**src/rtl/mul_issue_ctrl_if.sv**
```systemverilog
// Request/response bundle between execute, the multiply sequencer and writeback.
// master = execute/writeback side, slave = mul_issue_ctrl.
interface mul_issue_ctrl_if;
  logic        in_valid;
  logic        in_ready;
  logic [2:0]  in_funct3;
  logic [31:0] in_rs1;
  logic [31:0] in_rs2;
  logic [4:0]  in_rd;
  logic        out_valid;
  logic        out_ready;
  logic [31:0] out_data;
  logic [4:0]  out_rd;

  modport master (
    output in_valid, in_funct3, in_rs1, in_rs2, in_rd, out_ready,
    input  in_ready, out_valid, out_data, out_rd
  );

  modport slave (
    input  in_valid, in_funct3, in_rs1, in_rs2, in_rd, out_ready,
    output in_ready, out_valid, out_data, out_rd
  );
endinterface

```
**src/rtl/mul_issue_ctrl.sv**
```systemverilog
// RV32M multiply sequencer in front of the shared pipelined 33x33 multiplier.
// Optional result cache for back-to-back identical ops: define MUL_RESULT_REUSE_EN.
module mul_issue_ctrl #(
  parameter int unsigned LATENCY = 4
) (
  input  logic               clk,
  input  logic               rst,
  mul_issue_ctrl_if.slave    io,
  input  logic               flush,
  output logic               busy,
  output logic [31:0]        mul_a,
  output logic [31:0]        mul_b,
  output logic [2:0]         mul_ctrl,
  input  logic [31:0]        mul_y
);

  typedef enum logic [1:0] {
    S_IDLE = 2'd0,
    S_BUSY = 2'd1,
    S_DONE = 2'd2
  } state_t;

  state_t      state_q, state_d;
  logic [3:0]  cnt_q;
  logic [31:0] a_q, b_q, data_q;
  logic [2:0]  ctrl_q;
  logic [4:0]  rd_q;

  logic        accept, capture, hit;
  logic [2:0]  in_ctrl;
  logic        funct3_unused;

  // bit 2 would select DIV/REM, which never reaches this block
  assign funct3_unused = io.in_funct3[2];

  // ctrl = {select high, B signed, A signed}
  function automatic logic [2:0] decode(input logic [1:0] f);
    logic [2:0] c;
    case (f)
      2'b00:   c = 3'b000;
      2'b01:   c = 3'b111;
      2'b10:   c = 3'b101;
      default: c = 3'b100;
    endcase
    return c;
  endfunction

  assign in_ctrl = decode(io.in_funct3[1:0]);

`ifdef MUL_RESULT_REUSE_EN
  logic        last_vld_q;
  logic [31:0] last_a_q, last_b_q, last_y_q;
  logic [2:0]  last_ctrl_q;

  // ctrl decode is one-to-one on funct3[1:0], so comparing ctrl compares funct3
  assign hit = last_vld_q && (io.in_rs1 == last_a_q) && (io.in_rs2 == last_b_q)
               && (in_ctrl == last_ctrl_q);

  always_ff @(posedge clk) begin
    if (rst) begin
      last_vld_q  <= 1'b0;
      last_a_q    <= '0;
      last_b_q    <= '0;
      last_y_q    <= '0;
      last_ctrl_q <= '0;
    end else if (flush) begin
      last_vld_q  <= 1'b0;
    end else if (capture) begin
      last_vld_q  <= 1'b1;
      last_a_q    <= a_q;
      last_b_q    <= b_q;
      last_y_q    <= mul_y;
      last_ctrl_q <= ctrl_q;
    end
  end
`else
  assign hit = 1'b0;
`endif

  always_ff @(posedge clk) begin
    if (rst) state_q <= S_IDLE;
    else     state_q <= state_d;
  end

  always_comb begin
    state_d      = state_q;
    accept       = 1'b0;
    capture      = 1'b0;
    io.in_ready  = 1'b0;
    io.out_valid = 1'b0;
    busy         = 1'b1;
    case (state_q)
      S_IDLE: begin
        io.in_ready = 1'b1;
        busy        = 1'b0;
        if (io.in_valid && !flush) begin
          accept  = 1'b1;
          state_d = hit ? S_DONE : S_BUSY;
        end
      end
      S_BUSY: begin
        if (flush) begin
          state_d = S_IDLE;
        end else if (cnt_q == 4'd1) begin
          capture = 1'b1;
          state_d = S_DONE;
        end
      end
      S_DONE: begin
        io.out_valid = 1'b1;
        // a coincident handshake still delivers; flush alone discards
        if (io.out_ready || flush) state_d = S_IDLE;
      end
      default: state_d = S_IDLE;
    endcase
  end

  always_ff @(posedge clk) begin
    if (rst) begin
      cnt_q  <= '0;
      a_q    <= '0;
      b_q    <= '0;
      ctrl_q <= '0;
      rd_q   <= '0;
      data_q <= '0;
    end else begin
      if (accept) rd_q <= io.in_rd;
      if (accept && !hit) begin
        a_q    <= io.in_rs1;
        b_q    <= io.in_rs2;
        ctrl_q <= in_ctrl;
        cnt_q  <= 4'(LATENCY);
      end else if (state_q == S_BUSY) begin
        cnt_q  <= cnt_q - 4'd1;
      end
      if (capture) data_q <= mul_y;
`ifdef MUL_RESULT_REUSE_EN
      if (accept && hit) data_q <= last_y_q;
`endif
    end
  end

  assign mul_a       = a_q;
  assign mul_b       = b_q;
  assign mul_ctrl    = ctrl_q;
  assign io.out_data = data_q;
  assign io.out_rd   = rd_q;

endmodule

```
**src/flat_wrapper.sv**
```systemverilog
// flat-port wrapper written by rule: the top's interface ports become plain ports
module mul_issue_ctrl_flat 
#(
  parameter int unsigned LATENCY = 4
)
  (clk, rst, flush, busy, mul_a, mul_b, mul_ctrl, mul_y, io_in_valid, io_in_funct3, io_in_rs1, io_in_rs2, io_in_rd, io_out_ready, io_in_ready, io_out_valid, io_out_data, io_out_rd);
  mul_issue_ctrl_if io_i ();
  input  logic clk;
  input  logic rst;
  input  logic flush;
  output logic busy;
  output logic [31:0] mul_a;
  output logic [31:0] mul_b;
  output logic [2:0] mul_ctrl;
  input  logic [31:0] mul_y;
  input wire logic [$bits(io_i.in_valid)-1:0] io_in_valid;
  input wire logic [$bits(io_i.in_funct3)-1:0] io_in_funct3;
  input wire logic [$bits(io_i.in_rs1)-1:0] io_in_rs1;
  input wire logic [$bits(io_i.in_rs2)-1:0] io_in_rs2;
  input wire logic [$bits(io_i.in_rd)-1:0] io_in_rd;
  input wire logic [$bits(io_i.out_ready)-1:0] io_out_ready;
  output wire logic [$bits(io_i.in_ready)-1:0] io_in_ready;
  output wire logic [$bits(io_i.out_valid)-1:0] io_out_valid;
  output wire logic [$bits(io_i.out_data)-1:0] io_out_data;
  output wire logic [$bits(io_i.out_rd)-1:0] io_out_rd;
  assign io_i.in_valid = io_in_valid;
  assign io_i.in_funct3 = io_in_funct3;
  assign io_i.in_rs1 = io_in_rs1;
  assign io_i.in_rs2 = io_in_rs2;
  assign io_i.in_rd = io_in_rd;
  assign io_i.out_ready = io_out_ready;
  assign io_in_ready = io_i.in_ready;
  assign io_out_valid = io_i.out_valid;
  assign io_out_data = io_i.out_data;
  assign io_out_rd = io_i.out_rd;
  mul_issue_ctrl #(.LATENCY(LATENCY)) u_core (.clk(clk), .rst(rst), .io(io_i), .flush(flush), .busy(busy), .mul_a(mul_a), .mul_b(mul_b), .mul_ctrl(mul_ctrl), .mul_y(mul_y));
endmodule
```
**config.mk**
```make
export PLATFORM = sky130hd
export DESIGN_NAME = mul_issue_ctrl_flat
export DESIGN_NICKNAME = d
export VERILOG_FILES = /design/src/rtl/mul_issue_ctrl_if.sv /design/src/rtl/mul_issue_ctrl.sv /design/src/flat_wrapper.sv
export SDC_FILE = /design/constraint.sdc
export NUM_CORES = 1
export LEC_CHECK = 0
export ABC_AREA = 1
export CAP_MARGIN = 15
export CORE_UTILIZATION = 40
export DETAILED_ROUTE_END_ITERATION = 12
export HOLD_SLACK_MARGIN = 0.03
export MAX_ROUTING_LAYER = met4
export PLACE_DENSITY = 0.81
export REMOVE_ABC_BUFFERS = 1
export SLEW_MARGIN = 20
export SYNTH_ARGS = -nofsm -noshare
export SYNTH_HDL_FRONTEND = slang
export SYNTH_SLANG_ARGS = --single-unit
```
**constraint.sdc**
```tcl
create_clock -name clk -period 1.5 [get_ports clk]
set_input_delay 0.3 -clock clk [delete_from_list [all_inputs] [get_ports clk]]
set_output_delay 0.3 -clock clk [all_outputs]
set_load 0.03 [all_outputs]
```
-- Yosys cells after proc, flatten, opt, wreduce, memory -nomap -nowiden
Cells that the tools add are included.
- muxes and demuxes: 16
- reduce and logical (&&, ||, !) cells: 8
- add/subtract/negate cells: 1
- eq/ne operators: 8
- operators by type and width (cell ; count):
    3-bit one-hot mux with 3 select lines ; 1
    1-bit 2-to-1 mux ; 8
    2-bit 2-to-1 mux ; 4
    3-bit 2-to-1 mux ; 2
    2-bit one-hot mux with 3 select lines ; 1
    2-bit by 1-bit == test with 1-bit output (second input constant) ; 2
    2-bit == test (second input constant) ; 2
    4-bit by 1-bit == test with 1-bit output (second input constant) ; 1
    2-bit zero test ; 2
    2-bit by 1-bit != test with 1-bit output (second input constant) ; 2
    4-bit by 1-bit subtractor with 4-bit output (second input constant) ; 1
    3-bit by 2-bit != test with 1-bit output (second input constant) ; 1
    3-bit AND reduction ; 1
    2-bit nonzero test ; 1
    2-bit OR reduction ; 1
    1-bit logical AND ; 1
    1-bit zero test ; 1
    1-bit logical OR ; 1
- bits in registers: 110
- output and inout port bits: 107
- bits of input ports: 109

-- Longest topological paths before layout
Gate-level depths: netlist of the first run.
- depth after elaboration: 5
- gate-level depth with buffers: 8
- depth with buffers taken out: 7

-- Worst setup path after synthesis of the first run
No wires, ideal clock.
- path kind: register to register
- start point: register u_core.state_q[1]
- end point: register u_core.rd_q[0], in the netlist u_core.io.out_rd[0]
- cell stages (with the launch flop): 7
- path slack: 128 ps
- buffers on the path: 2
- arrival time: 1256 ps
- setup time: 116 ps
- cell sequence: dfxtp_1 nor2_2 nand2_2 buf_6 clkbuf_2 o21ai_0 nor2_1
- cells in the longest elaborated chain, start to end: 2
- ends and longest elaborated chain (what ; RTL line ; source):
    from (decl) ; mul_issue_ctrl.sv:23 ; state_t state_q, state_d;
    from (signal assigned) ; mul_issue_ctrl.sv:82 ; else state_q <= state_d;
    2-bit zero test ; mul_issue_ctrl.sv:92 ; case (state_q)
    1-bit 2-to-1 mux ; mul_issue_ctrl.sv:92 ;
    to (signal assigned) ; mul_issue_ctrl.sv:127 ; if (accept) rd_q <= io.in_rd;
    to (decl) ; mul_issue_ctrl.sv:27 ; logic [4:0] rd_q;
No other way between the ends.
A chain may end at the register's enable or synchronous reset.

-- Worst setup path in the final report of the first run
- start point: register u_core.b_q[21], in the netlist u_core.mul_b[21]
- end point: output port mul_b[21]
- RTL lines (what ; RTL line ; source):
    from (decl) ; mul_issue_ctrl.sv:25 ; logic [31:0] a_q, b_q, data_q;
    from (signal assigned) ; mul_issue_ctrl.sv:130 ; b_q <= io.in_rs2;
    to (decl) ; flat_wrapper.sv:13 ; output logic [31:0] mul_b;
No word-level cell between the ends.

==> impl_metrics.json, run 1 <==
{
  "outcome": "finished clean",
  "finalCritPeriodShare": 0.968,
  "synth_area_um2": 4230,
  "antenna_found_initial": 0,
  "clk_pin_slew_ps": 120,
  "powerDensity_nw_per_um2": 913,
  "critical_path_arrival_ps": 1150,
  "min_path_type": "flop to flop",
  "path_cells": "dlygate4sd2_1",
  "fin_skew_ps": 14.3,
  "drive_gt1_frac": 0.0685,
  "critPathTopFamily": "buffers and inverters",
  "whs_ps": 486,
  "crit_required_ps": 1200,
  "finalCriticalPeriod_ps": 1450,
  "cts_num_sinks": 110,
  "syn_area_per_cell_um2": 7.35,
  "critPathLaunchType": "flop",
  "path_class": "flop to primary output",
  "synth_largest_area_cell": "dfxtp_1",
  "fin_setup_tns_ps": 0,
  "firstDrtPassIters": 4,
  "layout.nets": 896,
  "grt_pass1_wl_mm": 19.5,
  "ys.warnings.count": 0,
  "wire_per_inst_um": 12.9,
  "slew_viol_final": 0,
  "die-area_um2": 11000,
  "wl_mm": 12.0,
  "crit_buf_inv": 1,
  "synth_seq_area_share": 0.521,
  "max_freq_mhz": 689,
  "dpl_cell_area_um2": 6570,
  "endpoint_kind": "primary output",
  "synthCells": 575,
  "setup_viol": 0,
  "regArea_um2": 2200,
  "start_util": 0.411,
  "die_h_um": 105,
  "vdd_drop_max_uv": 559,
  "slowest_delay_ps": 400,
  "grt_pass1_vias": 4235,
  "place_hpwl_mm": 8.79,
  "syn_to_final_growth_pct": 57.3,
  "crit_slowest_cell": "dlygate4sd2_1",
  "ant_nets": 0,
  "drt_iter0_markers": 260,
  "relSlewSlack": 0.768,
  "cts_hold_buf": 0,
  "grt_max_degree": 47,
  "gp_congestion": 0.886,
  "fillers": 903,
  "synth.distinct_cells": 21,
  "multi_input_area_um2": 1660,
  "crit_fanout": 2,
  "fin_area_um2": 6650,
  "yosys.area.top_type_share": 0.521,
  "ys_seq_elements": 110,
  "cts_buffers": 9,
  "dp.cells": 908,
  "instances_no_fill": 924,
  "clkLatencyLatePin_ps": 380,
  "maxCapViolations": 0,
  "tightest_slew_ps": 349,
  "ctsLongestPathBuffers": 2,
  "ios": 216,
  "rows": 37,
  "cts_tree": "yes",
  "ff2ff_setup_slack_ps": 170,
  "viasPerCell": 4.71,
  "rsz0062_at_grt": "false",
  "overflow": 0,
  "clock_tree.root_cell": "clkbuf_8",
  "die_w_um": 105,
  "track_usage": 0.229,
  "io_buffer_count": 214,
  "cts_max_level": 3,
  "dr_total_vias": 4350,
  "post_cts_buffers": 0,
  "fin_util": 0.647,
  "drc": 0,
  "core_area_um2": 10300,
  "hold_viol_final": 0,
  "p_leak_nw": 3.17,
  "synth.area.top_cells": "dfxtp_1 (52%), nor2_1 (19%), o21ai_0 (6.0%), nand3_1 (4.3%), inv_1 (3.9%)",
  "n_antenna_cell": 0
}
worst paths after layout:
| kind | start | endpoint | cells past startpoint |
|---|---|---|---|
| worst max register to register | u_core.cnt_q[1]$_SDFFE_PP0N_ | u_core.io.out_data[19]$_SDFFE_PP0P_ | 8 |
| worst max-delay path | u_core.mul_b[21]$_SDFFE_PP0P_ | mul_b[21] | 1 |
| worst min register to register | u_core.mul_b[31]$_SDFFE_PP0P_ | u_core.mul_b[31]$_SDFFE_PP0P_ | 2 |
| worst min-delay path | u_core.mul_b[31]$_SDFFE_PP0P_ | u_core.mul_b[31]$_SDFFE_PP0P_ | 2 |
layout make-up:
class / instances / share of cell area
clock inverters: 6 / 0.00790
inverters: 46 / 0.0267
flip-flops and latches: 110 / 0.332
clock buffers: 10 / 0.0192
multi-input cells: 384 / 0.250
repair buffers: 232 / 0.339
well taps: 136 / 0.0256
kinds of logic after synthesis:
family,share of synthesized area
buffers and inverters,0.0876
AO/OA/AOI/OAI,0.0906
adder cells (fa/ha/maj),0.0118
flip-flops,0.521
AND/OR/NAND/NOR,0.289
layout by cell type (no fill, tap or decap), types with 6 or more instances in the layout:
cell,instances
nor2_1,215
dfxtp_1,108
clkdlybuf4s50_1,107
dlygate4sd2_1,95
o21ai_0,51
nand2_1,44
inv_1,42
nand3_1,36
o21ai_1,20
clkbuf_8,9
buf_12,8
buf_4,8
clkdlybuf4s15_1,6
repair_timing:
item,in CTS,in global routing
gates resized for setup,116,14
pin swaps,1,0
setup endpoints to repair,107,11
through the flow:
stage | setup slack, ps | power, mW
5_1_grt | 0.302 | 6.37
4_1_cts | 6.12 | 6.13
3_5_place_dp | -184 | 4.56
3_3_place_gp | -162 | 4.53
2_1_floorplan | -854 | 3.84
6_report | 47.9 | 6.07
synthesized netlist by cell type, drive strengths merged:
master  instances
nand3          36
inv            46
nand2          47
buf            21
clkbuf         14
nor2          220
o21a            1
or2             1
dfxtp         110
o21ai          71
ha              4
a21oi           4
registers in the layout, indices dropped and copies added, names as in the netlist:
signal and cells:
u_core.mul_b 32, u_core.cnt_q 4, u_core.mul_a 32, u_core.io.out_data 32, u_core.state_q 2, u_core.mul_ctrl 3, u_core.io.out_rd 5
per-layer routing:
| metal | up-vias | share of wire | track usage |
|---|---|---|---|
| met5 | - | 0 | - |
| met1 | 1932 | 0.41 | 0.266 |
| li1 | 2186 | - | - |
| met2 | 210 | 0.47 | 0.376 |
| met3 | 22 | 0.092 | 0.0536 |
| met4 | 0 | 0.024 | 0.103 |
where the power goes:
part,internal (mW),total (mW),switching [mW]
logic,0.565,1.26,0.695
registers,3.07,3.14,0.0741
clock network,0.632,1.67,1.04
total,4.26,6.07,1.80
Note: power is estimated with default switching activity, not from simulation.
==> inputs of run 2 (changes only) <==
--- a/config.mk
+++ b/config.mk
@@ -6,7 +6,9 @@
 export NUM_CORES = 1
 export LEC_CHECK = 0
 export ABC_AREA = 1
+export ABC_CLOCK_PERIOD_IN_PS = 1500
 export CAP_MARGIN = 15
+export CORE_ASPECT_RATIO = 0.5
 export CORE_UTILIZATION = 40
 export DETAILED_ROUTE_END_ITERATION = 12
 export HOLD_SLACK_MARGIN = 0.03
==> run 2 against run 1 <==
  * Cell count increased by 0.22%
  * Count of clock-buffer cells in the layout increased by 3
  * Design area increased by 1.2%
  * Largest cell class unchanged
  * Combinational power about the same
==> impl_metrics.json, run 2 (same netlist as run 1, synthesis figures left out) <==
{
  "finalCriticalPeriod_ps": 1410,
  "clock_tree.root_cell": "clkbuf_16",
  "crit_fanout": 4,
  "crit_required_ps": 1200,
  "cts_tree": "yes",
  "crit_slowest_cell": "dfxtp_2",
  "crit_buf_inv": 2,
  "cts_buffers": 9,
  "grt_pass1_wl_mm": 17.8,
  "gp_congestion": 0.763,
  "die-area_um2": 11000,
  "path_cells": "inv_1, nor2_1, buf_4",
  "ctsLongestPathBuffers": 2,
  "die_h_um": 74.7,
  "drc": 0,
  "cts_max_level": 3,
  "p_leak_nw": 3.24,
  "min_path_type": "flop to flop",
  "layout.nets": 894,
  "place_hpwl_mm": 8.11,
  "cts_num_sinks": 110,
  "start_util": 0.412,
  "ff2ff_setup_slack_ps": 200,
  "track_usage": 0.210,
  "maxCapViolations": 0,
  "viasPerCell": 4.51,
  "outcome": "finished clean",
  "min_from": "u_core.io.out_rd[4]$_SDFFE_PP0P_",
  "hold_viol_final": 0,
  "drt_iter0_markers": 244,
  "ff2ff_path_depth": 8,
  "n_antenna_cell": 0,
  "max_freq_mhz": 708,
  "endpoint_kind": "primary output",
  "fillers": 922,
  "r2r_end": "u_core.io.out_data[18]$_SDFFE_PP0P_",
  "grt_max_degree": 43,
  "whs_endpoint": "u_core.io.out_rd[4]$_SDFFE_PP0P_",
  "critPathTopFamily": "flip-flops",
  "grt_pass1_vias": 3772,
  "core_area_um2": 10200,
  "wl_mm": 11.2,
  "tightest_slew_ps": 344,
  "drive_gt1_frac": 0.0585,
  "slowest_delay_ps": 370,
  "hold_path_depth": 2,
  "critPathLaunchType": "flop",
  "syn_to_final_growth_pct": 59.2,
  "firstDrtPassIters": 5,
  "overflow": 0,
  "dpl_cell_area_um2": 6570,
  "layout.cells.most_common": "nor2_1",
  "antenna_found_initial": 0,
  "powerDensity_nw_per_um2": 987,
  "cts_hold_buf": 0,
  "finalCritPeriodShare": 0.941,
  "clk_pin_slew_ps": 70,
  "r2r_start": "u_core.cnt_q[1]$_SDFFE_PP0N_",
  "clkLatencyLatePin_ps": 340,
  "rsz0062_at_grt": "false",
  "io_buffer_count": 214,
  "slew_viol_final": 0,
  "dp.cells": 910,
  "ant_nets": 0,
  "critical_path_arrival_ps": 1110,
  "relSlewSlack": 0.772,
  "fin_area_um2": 6730,
  "rows": 26,
  "post_cts_buffers": 0,
  "dr_total_vias": 4180,
  "wire_per_inst_um": 12.1,
  "instances_no_fill": 926,
  "path_class": "flop to primary output",
  "ios": 216,
  "fin_util": 0.657,
  "fin_skew_ps": 5.32,
  "vdd_drop_max_uv": 641,
  "setup_viol": 0,
  "die_w_um": 147,
  "final_cell_mix": "nor2_1 (216), dfxtp_1 (109), clkdlybuf4s50_1 (107), dlygate4sd2_1 (104), o21ai_0 (51)"
}
[run 2: cell types whose count changed in the layout (fill, tap and decap cells not counted), sizes merged]
| cell | before | now |
|---|---|---|
| clkdlybuf4s15 | 7 | 0 |
| inv | 49 | 46 |
| clkinv | 3 | 2 |
| dlygate4sd2 | 95 | 104 |
| clkinvlp | 0 | 1 |
| buf | 20 | 19 |
[run 2: repair_timing]
item	CTS	global route
hold endpoints to repair	0	0
setup endpoints to repair	104	1
resized for setup	104	1
[run 2: per-stage QoR]
stage	hold slack, ps	setup TNS, ps	power, mW	setup slack (ps)
final	475	0	6.64	88.0
after detailed placement	470	-8030	4.55	-170
after CTS	482	0	6.72	7.43
after global routing	498	0	6.99	21.5
after global placement	462	-7560	4.52	-146
after floorplan	369	-66080	3.84	-854
[run 2: report_power, final]
part           switching [mW]  total, mW  internal, mW
Sequential             0.0696       3.14          3.07
Combinational           0.681       1.24         0.560
Clock                    1.01       2.27          1.26
[run 2: area by class of cell]
class,instances,area [um2],area share
clock inverters,3,17.5,0.00260
well taps,140,175,0.0260
clock buffers,13,270,0.0402
flip-flops and latches,110,2200,0.327
multi-input cells,384,1650,0.246
inverters,46,173,0.0257
repair buffers,230,2240,0.332
[run 2: how the worst max path moves through the flow]
stage,from,end,cells past startpoint
6_report,u_core.state_q[1]$_SDFFE_PP0P_,io_out_valid,3
5_1_grt,u_core.state_q[1]$_SDFFE_PP0P_,io_out_valid,3
4_1_cts,u_core.state_q[1]$_SDFFE_PP0P_,io_out_valid,3
3_5_place_dp,io_in_valid,u_core.mul_b[30]$_SDFFE_PP0P_,8
3_3_place_gp,io_in_valid,u_core.mul_b[20]$_SDFFE_PP0P_,8
2_1_floorplan,u_core.state_q[1]$_SDFFE_PP0P_,u_core.mul_ctrl[2]$_SDFFE_PP0P_,6
[run 2: worst min-delay path, cell delays in order (launching register included)]
cell	delay, ps
dfxtp_1	320
nor2_1	40
nor2_1	80
[run 2: routing by layer]
layer  track usage  up-vias  wire, um  share of wire
li1              -     2182         -              -
met1         0.231     1890      4760           0.43
met2         0.384       96      5790           0.52
met3        0.0515       12       500          0.045
met4        0.0630        0       135          0.012
met5             -        -         0              0
==> inputs of run 3 (changes only) <==
--- a/config.mk
+++ b/config.mk
@@ -14,7 +14,6 @@
 export HOLD_SLACK_MARGIN = 0.03
 export MAX_ROUTING_LAYER = met4
 export PLACE_DENSITY = 0.81
-export REMOVE_ABC_BUFFERS = 1
 export SLEW_MARGIN = 20
 export SYNTH_ARGS = -nofsm -noshare
 export SYNTH_HDL_FRONTEND = slang
==> run 3 against run 2 <==
  * Setup slack lost 25 ps
  * Design area is 0.52% higher
  * Critical path type unchanged
  * Largest cell class unchanged
  * Combinational power about the same
==> impl_metrics.json, run 3 (same netlist as run 1, synthesis figures left out) <==
{
  "outcome": "finished clean",
  "n_antenna_cell": 0,
  "ctsLongestPathBuffers": 2,
  "grt_pass1_vias": 3774,
  "ant_nets": 0,
  "start_util": 0.412,
  "ff2ff_path_depth": 7,
  "layout.nets": 897,
  "drt_iter0_markers": 151,
  "ios": 216,
  "fillers": 928,
  "crit_buf_inv": 2,
  "drc": 0,
  "crit_required_ps": 1200,
  "p_int_mw": 5.16,
  "max_freq_mhz": 696,
  "post_cts_buffers": 0,
  "r2r_start": "u_core.state_q[0]$_SDFFE_PP0P_",
  "overflow": 0,
  "post_cts_resized": 105,
  "power_frac_seq": 0.450,
  "clk_pin_slew_ps": 70,
  "pwr-share-clk": 0.372,
  "fin_skew_ps": 10.0,
  "layout.cells.most_common": "nor2_1",
  "track_usage": 0.214,
  "crit_fanout": 5,
  "rsz0062_at_grt": "false",
  "whs_ps": 473,
  "place_hpwl_mm": 8.40,
  "crit_start": "u_core.state_q[0]$_SDFFE_PP0P_",
  "tightest_slew_ps": 352,
  "path_cells": "inv_2, nand2_1, buf_4",
  "cts_hold_buf": 0,
  "die-area_um2": 11000,
  "final_cell_mix": "nor2_1 (215), dfxtp_1 (109), clkdlybuf4s50_1 (107), dlygate4sd2_1 (104), o21ai_0 (51)",
  "core_area_um2": 10200,
  "hold_path_depth": 2,
  "die_w_um": 147,
  "gp_congestion": 0.785,
  "cts_buffers": 9,
  "path_class": "flop to primary output",
  "finalCritPeriodShare": 0.958,
  "whs_endpoint": "u_core.io.out_rd[0]$_SDFFE_PP0P_",
  "powerDensity_nw_per_um2": 1030,
  "p_comb_frac": 0.177,
  "antenna_found_initial": 0,
  "cts_tree": "yes",
  "dp.cells": 913,
  "swShare": 0.259,
  "dpl_cell_area_um2": 6570,
  "setup_viol": 0,
  "cts_max_level": 3,
  "slew_viol_final": 0,
  "vdd_drop_max_uv": 598,
  "drive_gt1_frac": 0.0635,
  "wl_met2_mm": 6.10,
  "finalCriticalPeriod_ps": 1440,
  "clkLatencyLatePin_ps": 350,
  "min_from": "u_core.io.out_rd[0]$_SDFFE_PP0P_",
  "min_path_type": "flop to flop",
  "highest_layer": "met4",
  "viasPerCell": 4.52,
  "grt_max_degree": 54,
  "io_buffer_count": 214,
  "firstDrtPassIters": 4,
  "fin_area_um2": 6770,
  "route.met3.wl_um": 414,
  "cts_num_sinks": 110,
  "instances_no_fill": 928,
  "hold_viol_final": 0,
  "postSynthNetCount": 688,
  "fin_setup_tns_ps": 0,
  "maxCapViolations": 0,
  "p_leak_nw": 3.26,
  "endpoint_kind": "primary output",
  "ff2ff_setup_slack_ps": 180,
  "die_h_um": 74.7,
  "wl_mm": 11.8,
  "crit_slowest_cell": "dfxtp_1",
  "rows": 26,
  "critPathTopFamily": "flip-flops",
  "dr_total_vias": 4194,
  "p_sw_mw": 1.81,
  "clock_tree.root_cell": "clkbuf_16",
  "slowest_delay_ps": 470,
  "critical_path_arrival_ps": 1140,
  "syn_to_final_growth_pct": 60.1,
  "drt-met1-wl_mm": 4.99,
  "grt_pass1_wl_mm": 17.9,
  "relSlewSlack": 0.766,
  "critPathLaunchType": "flop",
  "wire_per_inst_um": 12.7,
  "r2r_end": "u_core.io.out_data[1]$_SDFFE_PP0P_"
}
==> run 3: how the worst max path moves through the flow <==
stage / depth (start not counted) / endpoint
2_1_floorplan: 6 / u_core.io.out_rd[0]$_SDFFE_PP0P_
3_3_place_gp: 8 / u_core.mul_b[24]$_SDFFE_PP0P_
5_1_grt: 3 / busy
3_5_place_dp: 8 / u_core.mul_b[6]$_SDFFE_PP0P_
4_1_cts: 3 / io_out_valid
6_report: 3 / busy
==> run 3: power groups by stage <==
stage / logic [mW] / clock network [mW] / registers (mW)
2_1_floorplan: 0.386 / 0 / 3.48
3_3_place_gp: 1.31 / 0 / 3.20
3_5_place_dp: 1.33 / 0 / 3.21
4_1_cts: 1.24 / 2.66 / 3.14
5_1_grt: 1.34 / 2.77 / 3.15
6_report: 1.24 / 2.59 / 3.14
==> run 3: metal layers <==
layer  up-vias  GRT usage
li1       2196          -
met1      1881      0.239
met2        95      0.384
met3        22     0.0455
met4         0     0.0893
met5         -          -
==> run 3: layout make-up <==
type	count	area, um2	share of cell area
tap	140	175	0.0259
inverter	46	173	0.0255
sequential	110	2200	0.326
clock buffer	11	253	0.0374
timing repair buffer	233	2230	0.330
clock inverter	4	70.1	0.0104
multi-input combinational	384	1660	0.245
==> run 3: metrics by stage <==
stage                util  power, mW  worst slack (ps)
global placement    0.641       4.51             -77.7
floorplan               -       3.87               128
detailed placement  0.641       4.54              -103
global route        0.660       7.26              9.83
finish              0.660       6.97              63.2
CTS                 0.660       7.04              40.3
==> run 3: worst min-delay path, stage by stage (launching register included) <==
cell	delay, ps
dfxtp_1	320
nor2_1	40
nor2_1	80
